$ cat src/rtl/vga_pixel_fetch.sv
// Pixel-stage framebuffer fetch and palette lookup for the Mandelbrot VGA path.
// Two pix_en strobes of latency from pixel_x/pixel_y/syncs to rgb/hsync_o/vsync_o.
module vga_pixel_fetch #(
    parameter int SCALE_SHIFT = 1,
    parameter int FB_W        = 320,
    parameter int FB_H        = 240,
    parameter int ADDR_W      = 17,
    parameter int ITER_W      = 8,
    parameter int ITER_MAX    = 255
) (
    input  logic              CLK_100MHz,
    input  logic              reset_n,
    input  logic              pix_en,
    input  logic              video_on,
    input  logic              hsync,
    input  logic              vsync,
    input  logic [9:0]        pixel_x,
    input  logic [9:0]        pixel_y,
    output logic [ADDR_W-1:0] fb_addr,
    output logic              fb_rd,
    input  logic [ITER_W-1:0] fb_data,
    input  logic [1:0]        palette_sel,
    input  logic              cycle_en,
    output logic [11:0]       rgb,
    output logic              hsync_o,
    output logic              vsync_o,
    output logic              frame_done
);

    logic [31:0]       fx;
    logic [31:0]       fy;
    logic              in_fb;
    logic [ADDR_W-1:0] addr_calc;
    logic              frame_edge;

    logic [ITER_W-1:0] iter_reg;
    logic [ITER_W-1:0] offset_reg;
    logic              von_d_reg;
    logic              hs_d_reg;
    logic              vs_d_reg;
    logic              vsync_prev_reg;

    logic [ITER_W-1:0] pal_idx;
    logic [11:0]       pal_rgb;

    assign fx         = 32'(pixel_x) >> SCALE_SHIFT;
    assign fy         = 32'(pixel_y) >> SCALE_SHIFT;
    assign in_fb      = video_on && (fx < 32'(FB_W)) && (fy < 32'(FB_H));
    assign addr_calc  = ADDR_W'(fy * 32'(FB_W) + fx);
    assign frame_edge = vsync_prev_reg && !vsync;

    // Palettes index the top 8 bits of the iteration count; ITER_W is expected to be 8.
    always_comb begin
        pal_idx = iter_reg;
        pal_rgb = 12'h000;
        if (palette_sel == 2'd2) begin
            pal_idx = iter_reg + offset_reg;
        end
        if (iter_reg != ITER_W'(ITER_MAX)) begin
            case (palette_sel)
                2'd0:    pal_rgb = {3{pal_idx[7:4]}};
                2'd3:    pal_rgb = {3{~pal_idx[7:4]}};
                default: pal_rgb = {pal_idx[3:0], pal_idx[5:2], pal_idx[7:4]};
            endcase
        end
    end

    // Stage A: address, read strobe and the alignment delay line.
    always_ff @(posedge CLK_100MHz or negedge reset_n) begin
        if (!reset_n) begin
            fb_addr   <= '0;
            fb_rd     <= 1'b0;
            von_d_reg <= 1'b0;
            hs_d_reg  <= 1'b1;
            vs_d_reg  <= 1'b1;
        end else begin
            fb_rd <= pix_en && in_fb;
            if (pix_en) begin
                von_d_reg <= in_fb;
                hs_d_reg  <= hsync;
                vs_d_reg  <= vsync;
                if (in_fb) begin
                    fb_addr <= addr_calc;
                end
            end
        end
    end

    // RAM data is valid the clock after fb_rd.
    always_ff @(posedge CLK_100MHz or negedge reset_n) begin
        if (!reset_n) begin
            iter_reg <= '0;
        end else if (fb_rd) begin
            iter_reg <= fb_data;
        end
    end

    // Stage B: colour and delayed syncs.
    always_ff @(posedge CLK_100MHz or negedge reset_n) begin
        if (!reset_n) begin
            rgb     <= 12'h000;
            hsync_o <= 1'b1;
            vsync_o <= 1'b1;
        end else if (pix_en) begin
            rgb     <= von_d_reg ? pal_rgb : 12'h000;
            hsync_o <= hs_d_reg;
            vsync_o <= vs_d_reg;
        end
    end

    // Frame tracking; offset updates after Stage B has used the old value.
    always_ff @(posedge CLK_100MHz or negedge reset_n) begin
        if (!reset_n) begin
            vsync_prev_reg <= 1'b1;
            frame_done     <= 1'b0;
            offset_reg     <= '0;
        end else begin
            frame_done <= pix_en && frame_edge;
            if (pix_en) begin
                vsync_prev_reg <= vsync;
                if (frame_edge && cycle_en) begin
                    offset_reg <= offset_reg + 1'b1;
                end
            end
        end
    end

endmodule
$ cat config.mk
export PLATFORM = sky130hd
export DESIGN_NAME = vga_pixel_fetch
export DESIGN_NICKNAME = d
export VERILOG_FILES = /design/src/rtl/vga_pixel_fetch.sv
export SDC_FILE = /design/constraint.sdc
export NUM_CORES = 1
export LEC_CHECK = 0
export CAP_MARGIN = 20
export CORE_MARGIN = 2
export CORE_UTILIZATION = 30
export DETAILED_ROUTE_END_ITERATION = 8
export GPL_TIMING_DRIVEN = 0
export PLACE_DENSITY = 0.6
export SETUP_SLACK_MARGIN = 0.15
export SKIP_CTS_REPAIR_TIMING = 1
export SYNTH_ARGS = -nofsm -noshare
export SYNTH_HDL_FRONTEND = slang
export SYNTH_SLANG_ARGS = --single-unit
$ cat constraint.sdc
create_clock -name CLK_100MHz -period 2.4 [get_ports CLK_100MHz]
set_input_delay 0.24 -clock CLK_100MHz [delete_from_list [all_inputs] [get_ports CLK_100MHz]]
set_output_delay 0.24 -clock CLK_100MHz [all_outputs]
set_load 0.05 [all_outputs]
==> Word-level counts from Yosys, hierarchy flattened <==
Cells that the tools add are included.
{ "classes": {"addsub": 3, "multipliers": 1, "n_div": 0, "n_lt_le_gt_ge": 2, "eq_ne": 3, "shift": 0, "mux": 4, "n_bitwise": 1, "reduce_logical": 10} }
{ "ops": {"columns": ["operator", "count"], "rows": [
  ["$mux 12", 2],
  ["$pmux 12 s2", 1],
  ["$add 17x9->17", 1],
  ["$mul 9x3->11 const B", 1],
  ["$lt 9x8->1 const B", 1],
  ["$lt 9x9->1 const B", 1],
  ["$add 8x1->8 const B", 1],
  ["$add 8x8->8", 1],
  ["$mux 8", 1],
  ["$ne 8x8->1 const B", 1],
  ["$logic_and 1x1->1", 6],
  ["$eq 2x2->1 const B", 2],
  ["$not 4->4", 1],
  ["$reduce_and 2->1", 2],
  ["$logic_not 2->1", 1],
  ["$logic_not 1->1", 1]
]} }
{ "word_totals": {"regBits": 52, "latch_bits": 0, "ram_bits": 0, "rom_bits": 0, "inputBits": 37, "output_inout_bits": 33, "elab_cells": 35, "mem_count": 0} }

==> Logic depth before layout (Yosys ltp) <==
{ "depth": {"depth_word": 6, "depth_mapped": 9, "depth_no_buf": 9} }

==> Least setup slack after synthesis <==
Ideal clock, no wire load.
{ "synth_path": {"path_type": "reg2reg", "from": "register offset_reg[0]", "to": "register rgb[2]", "setup_ns": 0.122, "t_arrival_ns": 2.283, "t_required_ns": 2.278, "setup_slack_ns": -0.004, "stages_incl_launch_ff": 9, "path_buffers": 0, "period_less_slack_ns": 2.404, "cell_sequence": "dfrtp_1 -> ha_1 -> fa_1 -> a21o_1 -> a211oi_1 -> o21bai_1 -> mux2i_1 -> or3_1 -> a32o_1"} }
{ "synth_between": {"elab_chain_len": 6} }
{ "synth_lines": {"columns": ["element", "line", "source"], "rows": [
  ["start, declared", "37", "logic [ITER_W-1:0] offset_reg;"],
  ["start signal, assigned", "122", "offset_reg <= offset_reg + 1'b1;"],
  ["$add 8x8->8 (*)", "57", "pal_idx = iter_reg + offset_reg;"],
  ["$mux 8 (*)", "56", "if (palette_sel == 2'd2) begin"],
  ["$not 4->4", "62", "2'd3: pal_rgb = {3{~pal_idx[7:4]}};"],
  ["$pmux 12 s2 (*)", "60", "case (palette_sel)"],
  ["$mux 12 (*)", "59", "if (iter_reg != ITER_W'(ITER_MAX)) begin"],
  ["$mux 12 (*)", "105", "rgb <= von_d_reg ? pal_rgb : 12'h000;"],
  ["end signal, assigned", "105", null],
  ["end, declared", "24", "output logic [11:0] rgb,"]
]} }
Mark *: on every way between the ends. The rest lies on a longest branch, timed or not.
A chain may end at the register's enable or synchronous reset.

==> Worst setup path in the final report <==
{ "layout_path": {"from": "register iter_reg[0]", "to": "register rgb[2]"} }
{ "layout_between": {"elab_chain_len": 6, "elab_cells_between_ends": 7, "classes_between": "add/sub: 1; eq/ne: 1; mux: 4; bitwise: 1"} }
{ "layout_lines": {"columns": ["element", "line", "source"], "rows": [
  ["start, declared", "36", "logic [ITER_W-1:0] iter_reg;"],
  ["start signal, assigned", "94", "iter_reg <= fb_data;"],
  ["$add 8x8->8", "57", null],
  ["$mux 8", "56", null],
  ["$not 4->4", "62", null],
  ["$pmux 12 s2", "60", null],
  ["$mux 12 (*)", "59", null],
  ["$mux 12 (*)", "105", null]
]} }
Marks and branches as above.

==> results by group <==
Status
  • Outcome: finished, violations left
  • Failing checks: negative setup slack

Clock tree
  • Number of CTS-inserted buffers: 5
  • Clock latency on the worst-skew pair: 310 ps
  • Clock transition at path regs: 110 ps
  • Clk sinks: 52
  • Clk root buf: clkbuf_8
  • TritonCTS clock tree: yes
  • H-tree Lvls: 2
  • Clk buf depth: 2

Synth
  • Yosys top cell area share: 37.0%
  • Syn_area_per_cell: 10.4 µm²
  • Register bit total from synthesis: 52
  • Yosys synthesis warning count: 0
  • Sequential share of the synthesized area: 40.3%
  • Synth unique cells: 59
  • Ys async rst share: 100%
  • Syn_nets: 381
  • Ys flop type: dfrtp_1
  • Synthesized area: 0.00324 mm²
  • Top post-synthesis cells by area: dfrtp_1 37%, ha_1 11%, mux2_2 5.9%, dfstp_2 3.2%, nand2_1 3.0%
  • Biggest area consumer among synthesized cells: dfrtp_1
  • Gate Count Post-Synth: 313
  • EDFF count, synth: 0

Drt
  • Initial DRC Count: 105
  • Drt total wl: 8210 µm
  • Via Count: 2706
  • DR WL/cell: 15.3 µm
  • Drt first pass iters: 5
  • Antenna viol nets, final: 0
  • Vias per inst: 5.04
  • Post-route DRC: 0

Global routing
  • Number of global-route vias before repair: 2611
  • First-pass GRT wire length: 12700 µm
  • Tot GR Track Use: 13.7%
  • GR Overflow Total: 0
  • Initial antenna violation count: 0
  • Pin count of the biggest net entering global routing: 37

Worst setup path
  • CP startpoint kind: flop
  • CP required: 2600 ps
  • Arrival @ worst endpoint: 2630 ps
  • Cells along the critical path: ha_4, fa_2, a21o_1, a211oi_2, o21bai_1, mux2i_2, or3_1, a32o_1
  • Top Family by Delay on Critical Path: compound AO/OA/AOI/OAI gates
  • Crit end category: flop
  • Setup CP Type: flop to flop
  • CP startpoint: iter_reg[0]
  • Worst r2r src: iter_reg[0]
  • Slowest stage delay, CP: 460 ps
  • Worst path bufs/invs: 0
  • Crit path max-delay cell type: dfrtp_2
  • Critical Path Fanout Max: 4
  • R2r setup slk: -30 ps

Placed design
  • GP Congestion: 0.814
  • Dpl cell area: 0.00412 mm²
  • DP HPWL: 5990 µm
  • PortBufs: 67

Layout
  • Layout Nets: 468
  • Area grow syn2layout: 41.9%
  • Reg area: 0.00131 mm²
  • Fraction of layout cells with a size suffix above 1: 22.2%
  • Area of the multi-input gates: 0.00215 mm²
  • Top reg by flops: fb_addr
  • Final std cell area, no fill: 0.00460 mm²
  • Max reg flops: 17
  • Antenna fix cells: 0
  • Filler Cells Inserted: 996
  • Biggest regs: fb_addr: 17 flops, rgb: 12 flops

Floorplan
  • Die Y: 108 µm
  • CORE AREA: 0.0104 mm²
  • Rows: 37
  • Die W: 108 µm
  • Die Area: 0.0117 mm²
  • Ports: 70
  • Initial Utilization: 31.1%

Power and ir drop
  • Sw Share: 41.4%
  • Leakage Power: 2.03 nW
  • Clock share of power: 15.5%
  • Logic pwr share: 49.4%
  • Tot Pwr: 0.00344 W
  • Peak VDD IR: 321 µV
  • Sw power: 0.00142 W
  • Sequential fraction of design power: 35.1%
  • Internal: 0.00201 W
  • Power Dens Cells: 747 mW/mm²

Timing
  • Slew Limit Fails: 0
  • Slew of the pin with the lowest slew margin: 571 ps
  • Setup TNS: -61.1 ps
  • Period utilization: 101%
  • Tmin final: 2430 ps
  • Final hold slack: 347 ps
  • Final Hold Vio Count: 0
  • Max Fclk: 411 MHz
  • Final setup viols: 3
  • RSZ-0062 raised after global routing: true
  • Crit path setup slack, layout: -33.2 ps
  • Max_slew headroom: 61.8%
  • Worst Clk Skew: 13.9 ps

Min path
  • Hold Startpoint: pixel_y[1]
  • Hold Path Class: input port to flop

Flow run
  • Max cap viols: 0
==> power groups by stage <==
stage | logic [W] | clock network (W) | registers (W)
after CTS | 0.00146 | 0.000554 | 0.00120
after global placement | 0.00144 | 0 | 0.00121
after floorplan | 0.000659 | 0 | 0.00154
after detailed placement | 0.00146 | 0 | 0.00122
final | 0.00170 | 0.000533 | 0.00121
after global routing | 0.00182 | 0.000595 | 0.00124
==> layout make-up <==
class | count | area share [%]
Sequential cell | 52 | 28.4
Multi-Input combinational cell | 244 | 46.8
Tap cell | 136 | 3.70
Clock buffer | 5 | 1.50
Buffer | 5 | 0.598
Clock inverter | 3 | 0.571
Inverter | 12 | 0.979
Timing Repair Buffer | 80 | 17.4
==> cells in the final DEF (no fill, tap or decap), types with 7 or more instances in the layout <==
| master | instances |
|---|---|
| a21o_1 | 7 |
| a21oi_1 | 9 |
| buf_4 | 10 |
| clkdlybuf4s50_1 | 58 |
| dfrtp_1 | 46 |
| dlymetal6s2s_1 | 9 |
| ha_1 | 14 |
| ha_4 | 12 |
| inv_1 | 10 |
| mux2_2 | 17 |
| nand2_1 | 25 |
| nand3_1 | 13 |
| nor2_1 | 23 |
| o21ai_0 | 12 |
| xnor2_1 | 7 |
| xor2_1 | 9 |
==> metrics by stage <==
stage,std cells,utilization (%),setup WS [ps]
after floorplan,313,-,130
after global placement,516,39.4,-552
after detailed placement,517,39.6,-596
after CTS,525,40.5,-258
after global routing,537,44.2,-106
final,537,44.2,-33.2
==> worst reg2reg max path: stages (launching register included) <==
cell and delay (ps):
dfrtp_2 460, ha_4 180, fa_2 340, a21o_1 230, a211oi_2 210, o21bai_1 130
mux2i_2 190, or3_1 310, a32o_1 250
==> routing by layer <==
metal  track usage (%)  vias up  wire length [µm]  part of all wire, %
met2              23.7       62              4360                   53
li1                  -     1311                 -                    -
met1              17.6     1324              3480                   42
met4              4.12        0               110                  1.3
met5                 0        -                 0                    0
met3              1.99        9               255                  3.1
==> worst paths after layout <==
kind                            endpoint  cells after the start
max in group asynchronous  offset_reg[0]                      3
min in group asynchronous    iter_reg[5]                      2
min reg2reg                       rgb[9]                      1
min                           fb_addr[6]                      3
max reg2reg                       rgb[2]                      8
max                               rgb[2]                      8
==> cells by family (layout without fill, tap and decap cells) <==
| logic type | count (synthesis) | after routing | synth area share [%] |
|---|---|---|---|
| mux | 26 | 26 | 8.80 |
| xor+xnor | 18 | 18 | 4.86 |
| buf+inv | 17 | 105 | 2.24 |
| fa+ha+maj | 31 | 31 | 12.7 |
| flops | 52 | 52 | 40.3 |
| simple gates | 100 | 100 | 15.9 |
| compound gates | 69 | 69 | 15.2 |
==> synth_stat cells (all sizes together) (3+ instances only) <==
cell type and number:
nor3 4, xnor2 7, nand4 5, nor2 24, o2111ai 3, a211oi 6
o21a 3, a21o 7, fa 3, nor2b 6, a21oi 9, mux2 20
clkbuf 4, o211ai 4, nand3 14, ha 28, nand2b 3, o21ai 19
mux2i 6, dfrtp 48, dfstp 4, xor2 11, nand2 26, inv 11
No activity file was read; power rests on OpenSTA's default activity.
